File: config.mk
export PLATFORM = sky130hd
export DESIGN_NAME = i2c_arbiter
export DESIGN_NICKNAME = d
export VERILOG_FILES = /design/src/rtl/i2c_pkg.sv /design/src/rtl/rr_arbiter.sv /design/src/rtl/i2c_arbiter.sv
export SDC_FILE = /design/constraint.sdc
export NUM_CORES = 1
export LEC_CHECK = 0
export BUFFER_PORTS_ARGS = -buffer_cell sky130_fd_sc_hd__clkbuf_2
export CORE_AREA = 2 2 154 118
export CTS_CLUSTER_DIAMETER = 50
export DETAILED_ROUTE_END_ITERATION = 8
export DIE_AREA = 0 0 156 120
export GPL_TIMING_DRIVEN = 0
export HOLD_SLACK_MARGIN = 0.12
export PLACE_DENSITY = 0.54
export SYNTH_ARGS = -nofsm -noshare
export SYNTH_HDL_FRONTEND = slang
export SYNTH_SLANG_ARGS = --single-unit
File: constraint.sdc
create_clock -name clk -period 3.1 [get_ports clk]
set_input_delay 0.31 -clock clk [delete_from_list [all_inputs] [get_ports clk]]
set_output_delay 0.31 -clock clk [all_outputs]
set_load 0.05 [all_outputs]
File: src/rtl/i2c_pkg.sv
// Shared types and constants for the I2C requester arbiter.
package i2c_pkg;

   localparam int I2C_ADDR_W = 7;
   localparam int I2C_DATA_W = 16;

   // Direction encoding on the engine's rd_wr input
   localparam logic I2C_RD = 1'b1;
   localparam logic I2C_WR = 1'b0;

   typedef enum logic [2:0] {
      ST_IDLE,
      ST_LOAD,
      ST_WAIT_START,
      ST_WAIT_DONE,
      ST_RESP
   } arb_state_t;

endpackage

File: src/rtl/rr_arbiter.sv
// Combinational round-robin picker: first set request at or above ptr, wrapping.
module rr_arbiter #(
   parameter int NUM_REQ = 4,
   parameter int PTR_W   = $clog2(NUM_REQ)
) (
   input  logic [NUM_REQ-1:0] req_valid,
   input  logic [PTR_W-1:0]   ptr,
   output logic [NUM_REQ-1:0] grant,
   output logic [PTR_W-1:0]   grant_idx
);

   // Candidate index for each search offset, i.e. (ptr + offset) mod NUM_REQ.
   // ptr and offset are both below NUM_REQ, so one conditional subtract wraps it.
   logic [PTR_W:0]   sum  [NUM_REQ];
   logic [PTR_W-1:0] cand [NUM_REQ];
   logic             found;

   generate
      for (genvar gi = 0; gi < NUM_REQ; gi++) begin : g_cand
         assign sum[gi]  = {1'b0, ptr} + (PTR_W+1)'(gi);
         assign cand[gi] = (sum[gi] >= (PTR_W+1)'(NUM_REQ))
                         ? PTR_W'(sum[gi] - (PTR_W+1)'(NUM_REQ))
                         : sum[gi][PTR_W-1:0];
      end
   endgenerate

   // Walk offsets in priority order and keep the first hit
   always_comb begin
      grant     = '0;
      grant_idx = '0;
      found     = 1'b0;
      for (int i = 0; i < NUM_REQ; i++) begin
         if (!found && req_valid[cand[i]]) begin
            found     = 1'b1;
            grant_idx = cand[i];
         end
      end
      if (found) begin
         grant[grant_idx] = 1'b1;
      end
   end

endmodule

File: src/rtl/i2c_arbiter.sv
// Round-robin sharing of one I2C_Comm engine between NUM_REQ requesters,
// with a watchdog so a stuck transfer cannot hold the arbiter forever.
module i2c_arbiter
   import i2c_pkg::*;
#(
   parameter int NUM_REQ        = 4,
   parameter int TIMEOUT_CYCLES = 65535
) (
   input  logic                       clk,
   input  logic                       rst,
   input  logic [NUM_REQ-1:0]         req_valid,
   input  logic [7*NUM_REQ-1:0]       req_addr,
   input  logic [NUM_REQ-1:0]         req_num_bytes,
   input  logic [NUM_REQ-1:0]         req_rd_wr,
   input  logic [16*NUM_REQ-1:0]      req_wr_data,
   output logic [NUM_REQ-1:0]         req_ready,
   output logic [NUM_REQ-1:0]         rsp_valid,
   output logic [15:0]                rsp_data,
   output logic                       rsp_timeout,
   output logic                       arb_busy,
   output logic                       i2c_load,
   output logic [6:0]                 i2c_addr,
   output logic                       i2c_num_bytes,
   output logic                       i2c_rd_wr,
   output logic [15:0]                i2c_wr_data,
   output logic                       i2c_data_oe,
   input  logic [15:0]                i2c_rd_data,
   input  logic                       i2c_busy,
   input  logic                       i2c_data_ready
);

   localparam int PTR_W = $clog2(NUM_REQ);
   localparam int CNT_W = $clog2(TIMEOUT_CYCLES + 1);

   // Per-requester views of the packed address and payload buses
   logic [I2C_ADDR_W-1:0] addr_arr [NUM_REQ];
   logic [I2C_DATA_W-1:0] wd_arr   [NUM_REQ];

   generate
      for (genvar gi = 0; gi < NUM_REQ; gi++) begin : g_unpack
         assign addr_arr[gi] = req_addr[gi*I2C_ADDR_W +: I2C_ADDR_W];
         assign wd_arr[gi]   = req_wr_data[gi*I2C_DATA_W +: I2C_DATA_W];
      end
   endgenerate

   arb_state_t            state_reg, state_next;
   logic [PTR_W-1:0]      ptr_reg, ptr_next;
   logic [PTR_W-1:0]      w_reg, w_next;
   logic [CNT_W-1:0]      cnt_reg, cnt_next;
   logic [I2C_DATA_W-1:0] rd_data_reg, rd_data_next;

   logic                  i2c_load_reg, i2c_load_next;
   logic [I2C_ADDR_W-1:0] i2c_addr_reg, i2c_addr_next;
   logic                  i2c_num_bytes_reg, i2c_num_bytes_next;
   logic                  i2c_rd_wr_reg, i2c_rd_wr_next;
   logic [I2C_DATA_W-1:0] i2c_wr_data_reg, i2c_wr_data_next;
   logic                  i2c_data_oe_reg, i2c_data_oe_next;
   logic [NUM_REQ-1:0]    req_ready_reg, req_ready_next;
   logic [NUM_REQ-1:0]    rsp_valid_reg, rsp_valid_next;
   logic [I2C_DATA_W-1:0] rsp_data_reg, rsp_data_next;
   logic                  rsp_timeout_reg, rsp_timeout_next;
   logic                  arb_busy_reg, arb_busy_next;

   logic [NUM_REQ-1:0]    grant;
   logic [PTR_W-1:0]      grant_idx;
   logic                  wd_expired;

   rr_arbiter #(
      .NUM_REQ (NUM_REQ),
      .PTR_W   (PTR_W)
   ) u_rr (
      .req_valid (req_valid),
      .ptr       (ptr_reg),
      .grant     (grant),
      .grant_idx (grant_idx)
   );

   // The cycle in which the counter would reach the limit is the expiry cycle,
   // so RESP lands exactly TIMEOUT_CYCLES cycles after WAIT_START is entered.
   assign wd_expired = (cnt_reg == CNT_W'(TIMEOUT_CYCLES - 1));

   // Next-state and next-output decode; outputs are registered from these
   always_comb begin
      state_next         = state_reg;
      ptr_next           = ptr_reg;
      w_next             = w_reg;
      cnt_next           = cnt_reg;
      rd_data_next       = rd_data_reg;
      i2c_load_next      = 1'b0;
      i2c_addr_next      = i2c_addr_reg;
      i2c_num_bytes_next = i2c_num_bytes_reg;
      i2c_rd_wr_next     = i2c_rd_wr_reg;
      i2c_wr_data_next   = i2c_wr_data_reg;
      i2c_data_oe_next   = 1'b0;
      req_ready_next     = '0;
      rsp_valid_next     = '0;
      rsp_data_next      = '0;
      rsp_timeout_next   = 1'b0;

      case (state_reg)
         ST_IDLE: begin
            // The engine cannot be aborted, so never grant while it is still busy
            if (!i2c_busy && (|req_valid)) begin
               state_next         = ST_LOAD;
               w_next             = grant_idx;
               i2c_addr_next      = addr_arr[grant_idx];
               i2c_num_bytes_next = req_num_bytes[grant_idx];
               i2c_rd_wr_next     = req_rd_wr[grant_idx];
               i2c_wr_data_next   = wd_arr[grant_idx];
               i2c_load_next      = 1'b1;
               i2c_data_oe_next   = 1'b1;
               req_ready_next     = grant;
            end
         end

         ST_LOAD: begin
            cnt_next     = '0;
            rd_data_next = '0;
            state_next   = ST_WAIT_START;
         end

         ST_WAIT_START: begin
            cnt_next = cnt_reg + CNT_W'(1);
            if (wd_expired) begin
               state_next             = ST_RESP;
               rsp_valid_next[w_reg]  = 1'b1;
               rsp_timeout_next       = 1'b1;
            end else if (i2c_busy) begin
               state_next = ST_WAIT_DONE;
            end
         end

         ST_WAIT_DONE: begin
            cnt_next = cnt_reg + CNT_W'(1);
            if ((i2c_rd_wr_reg == I2C_RD) && i2c_data_ready) begin
               rd_data_next = i2c_rd_data;
            end
            if (wd_expired) begin
               state_next             = ST_RESP;
               rsp_valid_next[w_reg]  = 1'b1;
               rsp_timeout_next       = 1'b1;
            end else if (!i2c_busy) begin
               state_next             = ST_RESP;
               rsp_valid_next[w_reg]  = 1'b1;
               rsp_data_next          = (i2c_rd_wr_reg == I2C_RD) ? rd_data_next : '0;
            end
         end

         ST_RESP: begin
            ptr_next   = (w_reg == PTR_W'(NUM_REQ - 1)) ? '0 : w_reg + PTR_W'(1);
            state_next = ST_IDLE;
         end

         default: begin
            state_next = ST_IDLE;
         end
      endcase
   end

   assign arb_busy_next = (state_next != ST_IDLE);

   // State and output registers with synchronous reset
   always_ff @(posedge clk) begin
      if (rst) begin
         state_reg         <= ST_IDLE;
         ptr_reg           <= '0;
         w_reg             <= '0;
         cnt_reg           <= '0;
         rd_data_reg       <= '0;
         i2c_load_reg      <= 1'b0;
         i2c_addr_reg      <= '0;
         i2c_num_bytes_reg <= 1'b0;
         i2c_rd_wr_reg     <= 1'b0;
         i2c_wr_data_reg   <= '0;
         i2c_data_oe_reg   <= 1'b0;
         req_ready_reg     <= '0;
         rsp_valid_reg     <= '0;
         rsp_data_reg      <= '0;
         rsp_timeout_reg   <= 1'b0;
         arb_busy_reg      <= 1'b0;
      end else begin
         state_reg         <= state_next;
         ptr_reg           <= ptr_next;
         w_reg             <= w_next;
         cnt_reg           <= cnt_next;
         rd_data_reg       <= rd_data_next;
         i2c_load_reg      <= i2c_load_next;
         i2c_addr_reg      <= i2c_addr_next;
         i2c_num_bytes_reg <= i2c_num_bytes_next;
         i2c_rd_wr_reg     <= i2c_rd_wr_next;
         i2c_wr_data_reg   <= i2c_wr_data_next;
         i2c_data_oe_reg   <= i2c_data_oe_next;
         req_ready_reg     <= req_ready_next;
         rsp_valid_reg     <= rsp_valid_next;
         rsp_data_reg      <= rsp_data_next;
         rsp_timeout_reg   <= rsp_timeout_next;
         arb_busy_reg      <= arb_busy_next;
      end
   end

   assign req_ready     = req_ready_reg;
   assign rsp_valid     = rsp_valid_reg;
   assign rsp_data      = rsp_data_reg;
   assign rsp_timeout   = rsp_timeout_reg;
   assign arb_busy      = arb_busy_reg;
   assign i2c_load      = i2c_load_reg;
   assign i2c_addr      = i2c_addr_reg;
   assign i2c_num_bytes = i2c_num_bytes_reg;
   assign i2c_rd_wr     = i2c_rd_wr_reg;
   assign i2c_wr_data   = i2c_wr_data_reg;
   assign i2c_data_oe   = i2c_data_oe_reg;

endmodule

Word level (Yosys, flattened, before mapping). Cells that the tools add are included.

Output and inout port bits: 53. Logic and storage cells: 122. Register bits: 91. Bits of input ports: 124.

$add $sub $neg: 9. Multiplexer cells: 50. Reduce and logical (&&, ||, !) cells: 22. Order comparisons: 13. Equal/unequal tests: 6. Bitwise logic cells: 7.

Operator list (count): $pmux 16 s2 (2); $mux 16 (3); $bmux 16 s2 (1); $lt 2x3->1 const B (6); $mux 2 (9); $add 16x1->16 const B (1); $eq 16x16->1 const B (1); $mux 3 (5); $bmux 7 s2 (1); $mux 1 (14); $mux 7 (2); $bmux 1 s2 (6); $ge 3x3->1 const B (4); $mux 4 (3); $pmux 3 s4 (1); $pmux 4 s2 (1); $reduce_or 4->1 (2); $sub 2x1->2 const B (4); $logic_and 1x1->1 (7); $add 2x2->3 const B (2); $eq 3x2->1 const B (2); $not 1->1 (6); $reduce_or 2->1 (3); $reduce_or 5->1 (1); other kinds (14) (20).

Logic depth before layout (Yosys ltp). Gate-level depths: netlist of the first run.

Word-level depth: 18. Gate-level depth with buffers: 7. Depth with buffers taken out: 6.

Cells and area by module. Synthesis of the first run repeated with hierarchy kept, for this count alone.

Cells, all modules: 439. Area total of the unflattened synthesis: 4376.7 um^2.

Modules (own cells, without submodules): i2c_arbiter (cells each 409, area an instance 4191.5 um^2, times used 1, seq. area each 1821.7 um^2); rr_arbiter (cells each 30, area an instance 185.2 um^2, times used 1, seq. area each 0.0 um^2).

Worst setup path after synthesis of the first run. No wires, ideal clock.

Path kind: flip-flop to flip-flop. Start point: reg i2c_rd_wr_reg (netlist: i2c_rd_wr). End point: reg rd_data_reg[10]. Data arrival time: 1786 ps. Period minus slack after synthesis: 1851 ps. Stages on the path, launching flop included: 8. Setup time: 65 ps. Data required time: 3035 ps. Slack: 1249 ps. Path through: dfxtp_1 > and2_1 > clkbuf_1 > and3_1 > clkbuf_1 > buf_2 > a22oi_1 > nor2_1.

Longest elaborated chain between the ends: 3.

RTL lines: from (decl) (RTL line i2c_arbiter.sv:55) `logic i2c_rd_wr_reg, i2c_rd_wr_next;`; from (signal assigned) (RTL line i2c_arbiter.sv:190) `i2c_rd_wr_reg <= i2c_rd_wr_next;`; $logic_and 1x1->1 (RTL line i2c_arbiter.sv:135) `if ((i2c_rd_wr_reg == I2C_RD) && i2c_data_ready) begin`; $mux 16 (RTL line i2c_arbiter.sv:135); $pmux 16 s2 (RTL line i2c_arbiter.sv:100) `case (state_reg)`; to (signal assigned) (RTL line i2c_arbiter.sv:186) `rd_data_reg <= rd_data_next;`; to (decl) (RTL line i2c_arbiter.sv:50) `logic [I2C_DATA_W-1:0] rd_data_reg, rd_data_next;`.

Every way passes these cells. A chain may end at the register's enable or synchronous reset.

Final worst setup path of the first run.
Start point: reg state_reg[1]. End point: reg i2c_addr_reg[6] (netlist: i2c_addr[6]).

Longest elaborated chain between the ends: 2.

RTL lines: from (decl) (RTL line i2c_arbiter.sv:46) `arb_state_t state_reg, state_next;`; from (signal assigned) (RTL line i2c_arbiter.sv:182) `state_reg <= state_next;`; $logic_not 3->1 (RTL line i2c_arbiter.sv:100); $reduce_and 2->1 (no source line); to (signal assigned) (RTL line i2c_arbiter.sv:188) `i2c_addr_reg <= i2c_addr_next;`; to (decl) (RTL line i2c_arbiter.sv:53) `logic [I2C_ADDR_W-1:0] i2c_addr_reg, i2c_addr_next;`.

Every way passes these cells.

==> impl_metrics.ini, run 1 <==
[power]
p_switching_mw = 0.912
clkPwrFrac_pct = 36.3
p_leak_nw = 2.33
p_per_area_nw_per_um2 = 512
power.share.switching_pct = 31.5
seq_power_share_pct = 43.1
p_int_mw = 1.99
p_comb_share_pct = 20.6
irDropWorstVdd_mv = 0.237

[worst_hold_path]
min_path_type = in -> reg

[die]
die-area_um2 = 18700
num_rows = 42
fp.dieH_um = 120
fp.dieW_um = 156
ios = 177
coreArea_um2 = 17300
initial_core_util_pct = 24.5

[final_layout]
syn_to_final_growth_pct = 33.5
finalNetCount = 801
n_fill_cell = 1844
drive_gt1_share_pct = 32.5
stdcell_count = 897

[sta]
fin_skew_ns = 0.00644
relSlewSlack_pct = 15.7
hold_ws_ns = 0.193
setup_viol = 0
worst_slack_ns = 0.892
fin_crit_sh_pct = 71.2
fmax_ghz = 0.453
finalHoldViolations = 0
fin_setup_tns_ns = 0
rsz0062_at_grt = false
drv_slew = 0
max_slew.worst_pin.slew_ns = 1.25
final.min_clock_period_ns = 2.21

[logic_synthesis]
ys_warn_count = 0
ys_types = 48
ys_async_sr_fraction_pct = 0
synth-seq-cells = 91
synth-seq-area-share_pct = 43.0
synth-edff-count = 0
syn-cell-area_um2 = 4240
syn-instance-count = 488
ys.flop_type = dfxtp_1
synth.top_cell.area_share_pct = 43.0
synth_nets = 618
synthTopCellsByArea = dfxtp_1 43%, nand2_1 6.6%, nor2_1 5.7%, a221oi_1 5.2%, mux2_1 5.0%
syn_avg_cell_area_um2 = 8.69
yosysTopAreaCell = dfxtp_1

[grt]
grt_max_degree = 16
track_usage_pct = 14.9
grtUsageMet2_pct = 23.0
overflow = 0
grt.met3_usage_pct = 3.72
groute.layer.met1.usage_pct = 20.6
grt_pass1_wl_um = 21700
antenna_found_initial = 0
grt_pass1_vias = 4137
grt_busiest_layer = met2

[placed_design]
portBuffers = 172
place_hpwl_um = 10400
pre_cts_ws_ns = 0.730
dp_cells = 880
gp_congestion = 0.755

[route]
route.detailed.drc = 0
wl_um = 13700
drt-initial-drc-count = 210
firstDrtPassIters = 5
ant_nets = 0
via_count = 4208
drt-wirelength-per-cell_um = 15.2
via_per_inst = 4.69

[clock_network]
cts_num_sinks = 91
cts_hold_buf = 0
cts_tree = done
post_cts_buffers = 0
path_clk_slew_ns = 0.07
post_cts_resized = 0
cts-htree-levels = 3
clk_latency_ns = 0.35
numCtsBuffers = 9
clk_path_buf_depth = 2
cts-root-buf = clkbuf_16

[status]
status = complete, no violations

[critical_path]
worstSetupPathType = reg -> reg
end_kind = register
required_ns = 3.36
worstPathArrival_ns = 2.47
cp-start-kind = register
crit_fanout = 10
r2r_slack_ns = 0.89

[run]
cap_viol_max_count = 0
[cells by family after synthesis]
kind of cell,after synthesis,share of synthesized area [%]
DFF,91,43.0
buffers and inverters,40,4.52
and+or+nand+nor,194,20.5
adders and majority gates,6,1.77
muxes,32,8.41
AOI/OAI and AO/OA,125,21.8
[routing by layer]
metal | routed length (µm) | up-vias
met5 | 0 | -
met3 | 784 | 12
met4 | 176 | 0
li1 | - | 2136
met1 | 6710 | 1939
met2 | 6010 | 121
[worst max-delay path: stages (launching register included)]
cell and delay (ns):
dfxtp_1 0.30, clkbuf_1 0.20, nor4_1 0.37, a21boi_2 0.46
clkbuf_1 0.52, nor2_1 0.08, a211oi_1 0.19
[cell usage after synthesis, types with 2 or more instances]
cell type / number
a21oi_1: 32
a211oi_2: 2
o31ai_1: 4
nand2_1: 74
and2_1: 9
and3_1: 5
nand3_1: 10
mux2_2: 10
buf_8: 2
nor4_1: 2
buf_4: 2
nand4b_1: 2
a41oi_1: 2
nor2_1: 64
inv_1: 5
nand3b_1: 3
o221a_2: 2
nor3_1: 3
mux2_1: 19
a22oi_1: 16
a211oi_1: 23
clkbuf_1: 22
ha_1: 6
nand4_1: 6
nor2b_1: 5
buf_2: 8
a221oi_1: 25
dfxtp_1: 91
nand2b_1: 5
mux2i_1: 3
o21ai_0: 9
[layout by cell type (no fill, tap or decap), types with 3 or more instances in the layout]
cell type  Yosys  layout
nor2b_1        5       5
clkbuf_2       1     173
and3_1         5       5
nand3b_1       3       3
nor2_1        64      64
mux2i_1        3       3
and2_1         9       9
clkbuf_16      0       9
buf_2          8       8
nand3_1       10      10
a21oi_1       32      32
a22oi_1       16      16
ha_1           6       6
mux2_1        19      19
a221oi_1      25      25
a211oi_1      23      23
clkbuf_1      22      23
o21ai_0        9       9
mux2_2        10      10
o31ai_1        4       4
nor3_1         3       3
inv_1          5       5
nand2b_1       5       5
clkinv_4       0       3
dfxtp_1       91      91
nand2_1       74      74
nand4_1        6       6
[power by group through the flow]
stage	Clock (mW)	Combinational (mW)	Sequential (mW)
2_1_floorplan	0	0.246	1.42
3_3_place_gp	0	0.602	1.27
3_5_place_dp	0	0.602	1.28
4_1_cts	1.10	0.604	1.25
5_1_grt	1.15	0.654	1.25
6_report	1.05	0.598	1.25
[final timing paths]
check | end | from | cells past startpoint
worst max-delay path | i2c_addr[6] | state_reg[1] | 6
worst min-delay path | rsp_data[11] | i2c_rd_data[11] | 3
worst min register to register | rsp_data[10] | rd_data_reg[10] | 2
worst max register to register | i2c_addr[6] | state_reg[1] | 6
[stage by stage]
step                util [%]  power [mW]  area, µm²
finish                  32.7        2.90       5660
global route            32.7        3.05       5660
CTS                     32.7        2.95       5660
detailed placement      31.1        1.88       5380
global placement        31.1        1.88       5380
floorplan                  -        1.67       4240
[area by class of cell]
type,instances,area (µm²),share of cell area [%]
buffer,35,173,3.05
clock inverter,5,38.8,0.685
multi-input combinational,357,2230,39.3
inverter,5,18.8,0.332
tap,220,275,4.86
clock buffer,11,243,4.29
sequential,91,1820,32.2
timing repair buffer,172,861,15.2
antenna,1,2.50,0.0442
Power figures use the tool's default switching activity.
==> inputs of run 2 (changes only) <==
==> constraint.sdc (replaced) <==
create_clock -name clk -period 2.14 [get_ports clk]
set_input_delay 0.214 -clock clk [delete_from_list [all_inputs] [get_ports clk]]
set_output_delay 0.214 -clock clk [all_outputs]
set_load 0.05 [all_outputs]
==> impl_metrics.ini, run 2 (synthesis gave the netlist of run 1 again) <==
[clock_network]
cts_num_sinks = 91
cts-root-buf = clkbuf_16
cts-htree-levels = 3
numCtsBuffers = 9
cts_tree = done
post_cts_buffers = 0
path_clk_slew_ns = 0.07
clk_latency_ns = 0.35
clk_path_buf_depth = 2

[sta]
fin_crit_sh_pct = 93.5
finalHoldViolations = 0
relSlewSlack_pct = 47.7
rsz0062_at_grt = false
hold_ws_ns = 0.145
max_slew.worst_pin.slew_ns = 0.780
fmax_ghz = 0.500
setup_viol = 0
final.min_clock_period_ns = 2.00
worst_slack_ns = 0.140
fin_skew_ns = 0.00852
drv_slew = 0

[worst_hold_path]
min_path_type = in -> reg

[grt]
grt_max_degree = 16
track_usage_pct = 15.1
grt_pass1_wl_um = 22000
overflow = 0
antenna_found_initial = 0
grt_pass1_vias = 4217

[power]
clkPwrFrac_pct = 36.1
power.share.switching_pct = 31.5
irDropWorstVdd_mv = 0.343
p_comb_share_pct = 21.2
seq_power_share_pct = 42.8
p_switching_mw = 1.33
p_leak_nw = 2.42
p_int_mw = 2.90
p_per_area_nw_per_um2 = 726

[final_layout]
finalNetCount = 815
regArea_um2 = 1820
final_area_um2 = 5830
syn_to_final_growth_pct = 37.6
drive_gt1_share_pct = 33.0
final_util_pct = 33.7
layout_common_cells = 178 x clkbuf_2, 91 x dfxtp_1, 74 x nand2_1
stdcell_count = 911
multi_input_area_um2 = 2250
n_fill_cell = 1824
mostFrequentLayoutCell = clkbuf_2

[die]
num_rows = 42
fp.dieH_um = 120
coreArea_um2 = 17300
die-area_um2 = 18700
ios = 177
fp.dieW_um = 156
initial_core_util_pct = 24.5

[critical_path]
worstSetupPathType = reg -> reg
end_kind = register
required_ns = 2.35
crit_fanout = 10
worstPathArrival_ns = 2.21
cp-start-kind = register

[route]
drt-initial-drc-count = 221
ant_nets = 0
wl_um = 13800
route.detailed.drc = 0
firstDrtPassIters = 5
via_per_inst = 4.69
via_count = 4272
drt-wirelength-per-cell_um = 15.2

[placed_design]
place_area_um2 = 5380
place_hpwl_um = 10400
portBuffers = 172
gp_congestion = 0.755
dp_cells = 880
pre_cts_ws_ns = -0.134

[run]
cap_viol_max_count = 0

[status]
status = complete, no violations
==> run 2: per-stage QoR <==
| step | power (mW) | TNS [ns] |
|---|---|---|
| final | 4.23 | 0 |
| after floorplan | 2.41 | 0 |
| after global routing | 4.45 | 0 |
| after CTS | 4.29 | 0 |
| after global placement | 2.72 | -1.70 |
| after detailed placement | 2.72 | -1.73 |
==> run 2: final timing paths <==
path                   startpoint             end  slack (ns)  depth (start not counted)
setup reg to reg       ptr_reg[1]     i2c_addr[2]        0.14                          7
hold / removal     i2c_rd_data[4]  rd_data_reg[4]        0.14                          3
setup / recovery       ptr_reg[1]     i2c_addr[2]        0.14                          7
hold reg to reg   rd_data_reg[10]    rsp_data[10]        0.46                          2
==> run 2: metal layers <==
layer | wire, µm | up-vias | track usage (%)
met5 | 0 | - | 0
met4 | 210 | 0 | 4.82
met3 | 626 | 13 | 3.65
met2 | 6050 | 112 | 23.2
met1 | 6960 | 1980 | 20.8
li1 | - | 2167 | -
==> run 2: critical path, cell delays in order (launching register included) <==
cell	delay, ns
dfxtp_1	0.42
buf_2	0.26
nand3b_1	0.10
o2111ai_1	0.12
o31ai_2	0.23
buf_2	0.25
a221oi_1	0.36
a211oi_1	0.12
==> run 2: cell type report <==
| cell class | count | area share, % |
|---|---|---|
| Inverter | 5 | 0.322 |
| Clock buffer | 11 | 4.16 |
| Tap cell | 220 | 4.72 |
| Sequential cell | 91 | 31.2 |
| Multi-Input combinational cell | 357 | 38.5 |
| Buffer | 34 | 3.00 |
| Clock inverter | 5 | 0.665 |
| Antenna cell | 1 | 0.0429 |
| Timing Repair Buffer | 187 | 17.3 |
==> run 2: power groups by stage <==
stage          combinational (mW)  sequential (mW)  clock, mW
2_1_floorplan               0.356             2.06          0
3_3_place_gp                0.872             1.85          0
3_5_place_dp                0.873             1.85          0
4_1_cts                     0.897             1.81       1.59
5_1_grt                     0.977             1.82       1.66
6_report                    0.896             1.81       1.53
==> run 2: repair_timing <==
action / 4_1_cts / 5_1_grt
gates resized for setup: 2 / 10
hold endpoints to repair: 24 / 0
hold buffers: 15 / 0
setup endpoints to repair: 20 / 44
==> inputs of run 3 (changes only) <==
--- a/config.mk
+++ b/config.mk
@@ -12,7 +12,7 @@
 export DIE_AREA = 0 0 156 120
 export GPL_TIMING_DRIVEN = 0
 export HOLD_SLACK_MARGIN = 0.12
-export PLACE_DENSITY = 0.54
+export PLACE_DENSITY = 0.45
 export SYNTH_ARGS = -nofsm -noshare
 export SYNTH_HDL_FRONTEND = slang
 export SYNTH_SLANG_ARGS = --single-unit
==> impl_metrics.ini, run 3 (synthesis gave the netlist of run 1 again) <==
[grt]
groute.layer.met1.usage_pct = 19.9
grt_pass1_vias = 4293
grtUsageMet2_pct = 24.0
grt_pass1_wl_um = 21600
grt.met3_usage_pct = 3.25
grt_max_degree = 14
track_usage_pct = 14.7
grt_busiest_layer = met2
overflow = 0
antenna_found_initial = 0

[run]
cap_viol_max_count = 0

[critical_path]
cp_cell_sequence = clkbuf_4 > nand3b_1 > o2111ai_1 > o31ai_2 > buf_2 > a221oi_1 > a211oi_1
crit_fanout = 10
end_kind = register
critPathLaunch = ptr_reg[1]
worstSetupPathType = reg -> reg
path_buf_inv = 2
cp-start-kind = register
reg2reg_from = ptr_reg[1]
worstPathArrival_ns = 2.20
critical_path.endpoint = i2c_wr_data[7]
path_delay_family = compound AO/OA/AOI/OAI gates
r2r-end = i2c_wr_data[7]
slowest_stage = dfxtp_1
cp_num_cells = 7
required_ns = 2.34
reg2regPathDepth = 7
slowest_delay_ns = 0.44
r2r_slack_ns = 0.14

[final_layout]
n_antenna_cell = 0
finalNetCount = 814
mostFrequentLayoutCell = clkbuf_2
final_area_um2 = 5860
syn_to_final_growth_pct = 38.2
layout_common_cells = 178 x clkbuf_2, 91 x dfxtp_1, 74 x nand2_1
drive_gt1_share_pct = 32.8

[clock_network]
cts_num_sinks = 91
clk_path_buf_depth = 2
cts_tree = done
post_cts_buffers = 0
path_clk_slew_ns = 0.06
cts-root-buf = clkbuf_16
clk_latency_ns = 0.34
numCtsBuffers = 9
cts-htree-levels = 3

[route]
via_count = 4376
route.detailed.drc = 0
ant_nets = 0
wl_um = 13900
drt-wirelength-per-cell_um = 15.4
via_per_inst = 4.82
firstDrtPassIters = 4
drt-initial-drc-count = 143

[sta]
fin_setup_tns_ns = 0
max_slew.worst_pin.slew_ns = 0.763
drv_slew = 0
fin_crit_sh_pct = 93.2
fin_skew_ns = 0.00673
final.min_clock_period_ns = 2.00
relSlewSlack_pct = 48.8
fmax_ghz = 0.501
finalHoldViolations = 0
rsz0062_at_grt = false
setup_viol = 0

[die]
die-area_um2 = 18700
fp.dieW_um = 156
fp.dieH_um = 120
initial_core_util_pct = 24.5
coreArea_um2 = 17300
num_rows = 42
ios = 177

[placed_design]
portBuffers = 172
place_hpwl_um = 10900
place_area_um2 = 5380
gp_congestion = 0.803

[worst_hold_path]
min_path_type = in -> reg
worst_hold_startpoint = i2c_rd_data[4]

[status]
status = complete, no violations

[power]
p_leak_nw = 2.43
p_per_area_nw_per_um2 = 748
irDropWorstVdd_mv = 0.412
-- run 3: final cells by class --
| type | count | area, µm² |
|---|---|---|
| Fill cell | 1856 | 11400 |
| Clock buffer | 13 | 250 |
| Buffer | 34 | 178 |
| Timing Repair Buffer | 186 | 1000 |
| Clock inverter | 2 | 60.1 |
| Inverter | 5 | 18.8 |
| Tap cell | 220 | 275 |
| Multi-Input combinational cell | 357 | 2250 |
| Sequential cell | 91 | 1820 |
-- run 3: how the worst min path moves through the flow --
stage                               to  slack, ns  depth (start not counted)
after floorplan            rsp_data[0]       0.35                          2
after global placement    rsp_data[12]       0.45                          2
after detailed placement  rsp_data[15]       0.45                          2
after CTS                  rsp_data[4]       0.12                          3
after global routing       rsp_data[7]       0.14                          3
final                      rsp_data[4]       0.13                          3
-- run 3: tightest hold or removal path, delay by kind of cell --
kind                   cells  cell delay (ns)
AOI/OAI and AO/OA          1             0.06
buffers and inverters      1             0.09
and+or+nand+nor            1             0.05
-- run 3: metrics by stage --
stage | hold slack [ns] | setup slack, ns | utilization, % | std cells | power, mW
after floorplan | 0.350 | 0.289 | - | 488 | 2.41
after global placement | 0.450 | -0.115 | 31.1 | 880 | 2.71
after detailed placement | 0.452 | -0.165 | 31.1 | 880 | 2.72
after CTS | 0.122 | 0.0371 | 33.7 | 909 | 4.44
after global routing | 0.143 | 0.00687 | 33.9 | 908 | 4.58
final | 0.127 | 0.145 | 33.9 | 908 | 4.38
-- run 3: timing repair --
| action | in CTS | in global routing |
|---|---|---|
| pin swaps | 0 | 0 |
| endpoints found under the hold margin | 15 | 0 |
| resized for setup | 2 | 12 |
| setup endpoints to repair | 17 | 47 |
| hold buffers | 14 | 0 |
-- run 3: layer usage --
layer | vias up | part of all wire [%]
met5 | - | 0
met4 | 0 | 1.5
met3 | 16 | 3.8
met2 | 115 | 46
met1 | 2093 | 49
li1 | 2152 | -
-- run 3: where the power goes --
group | internal, mW | switching [mW]
logic | 0.308 | 0.589
clock network | 1.05 | 0.627
registers | 1.77 | 0.0440
total | 3.12 | 1.26
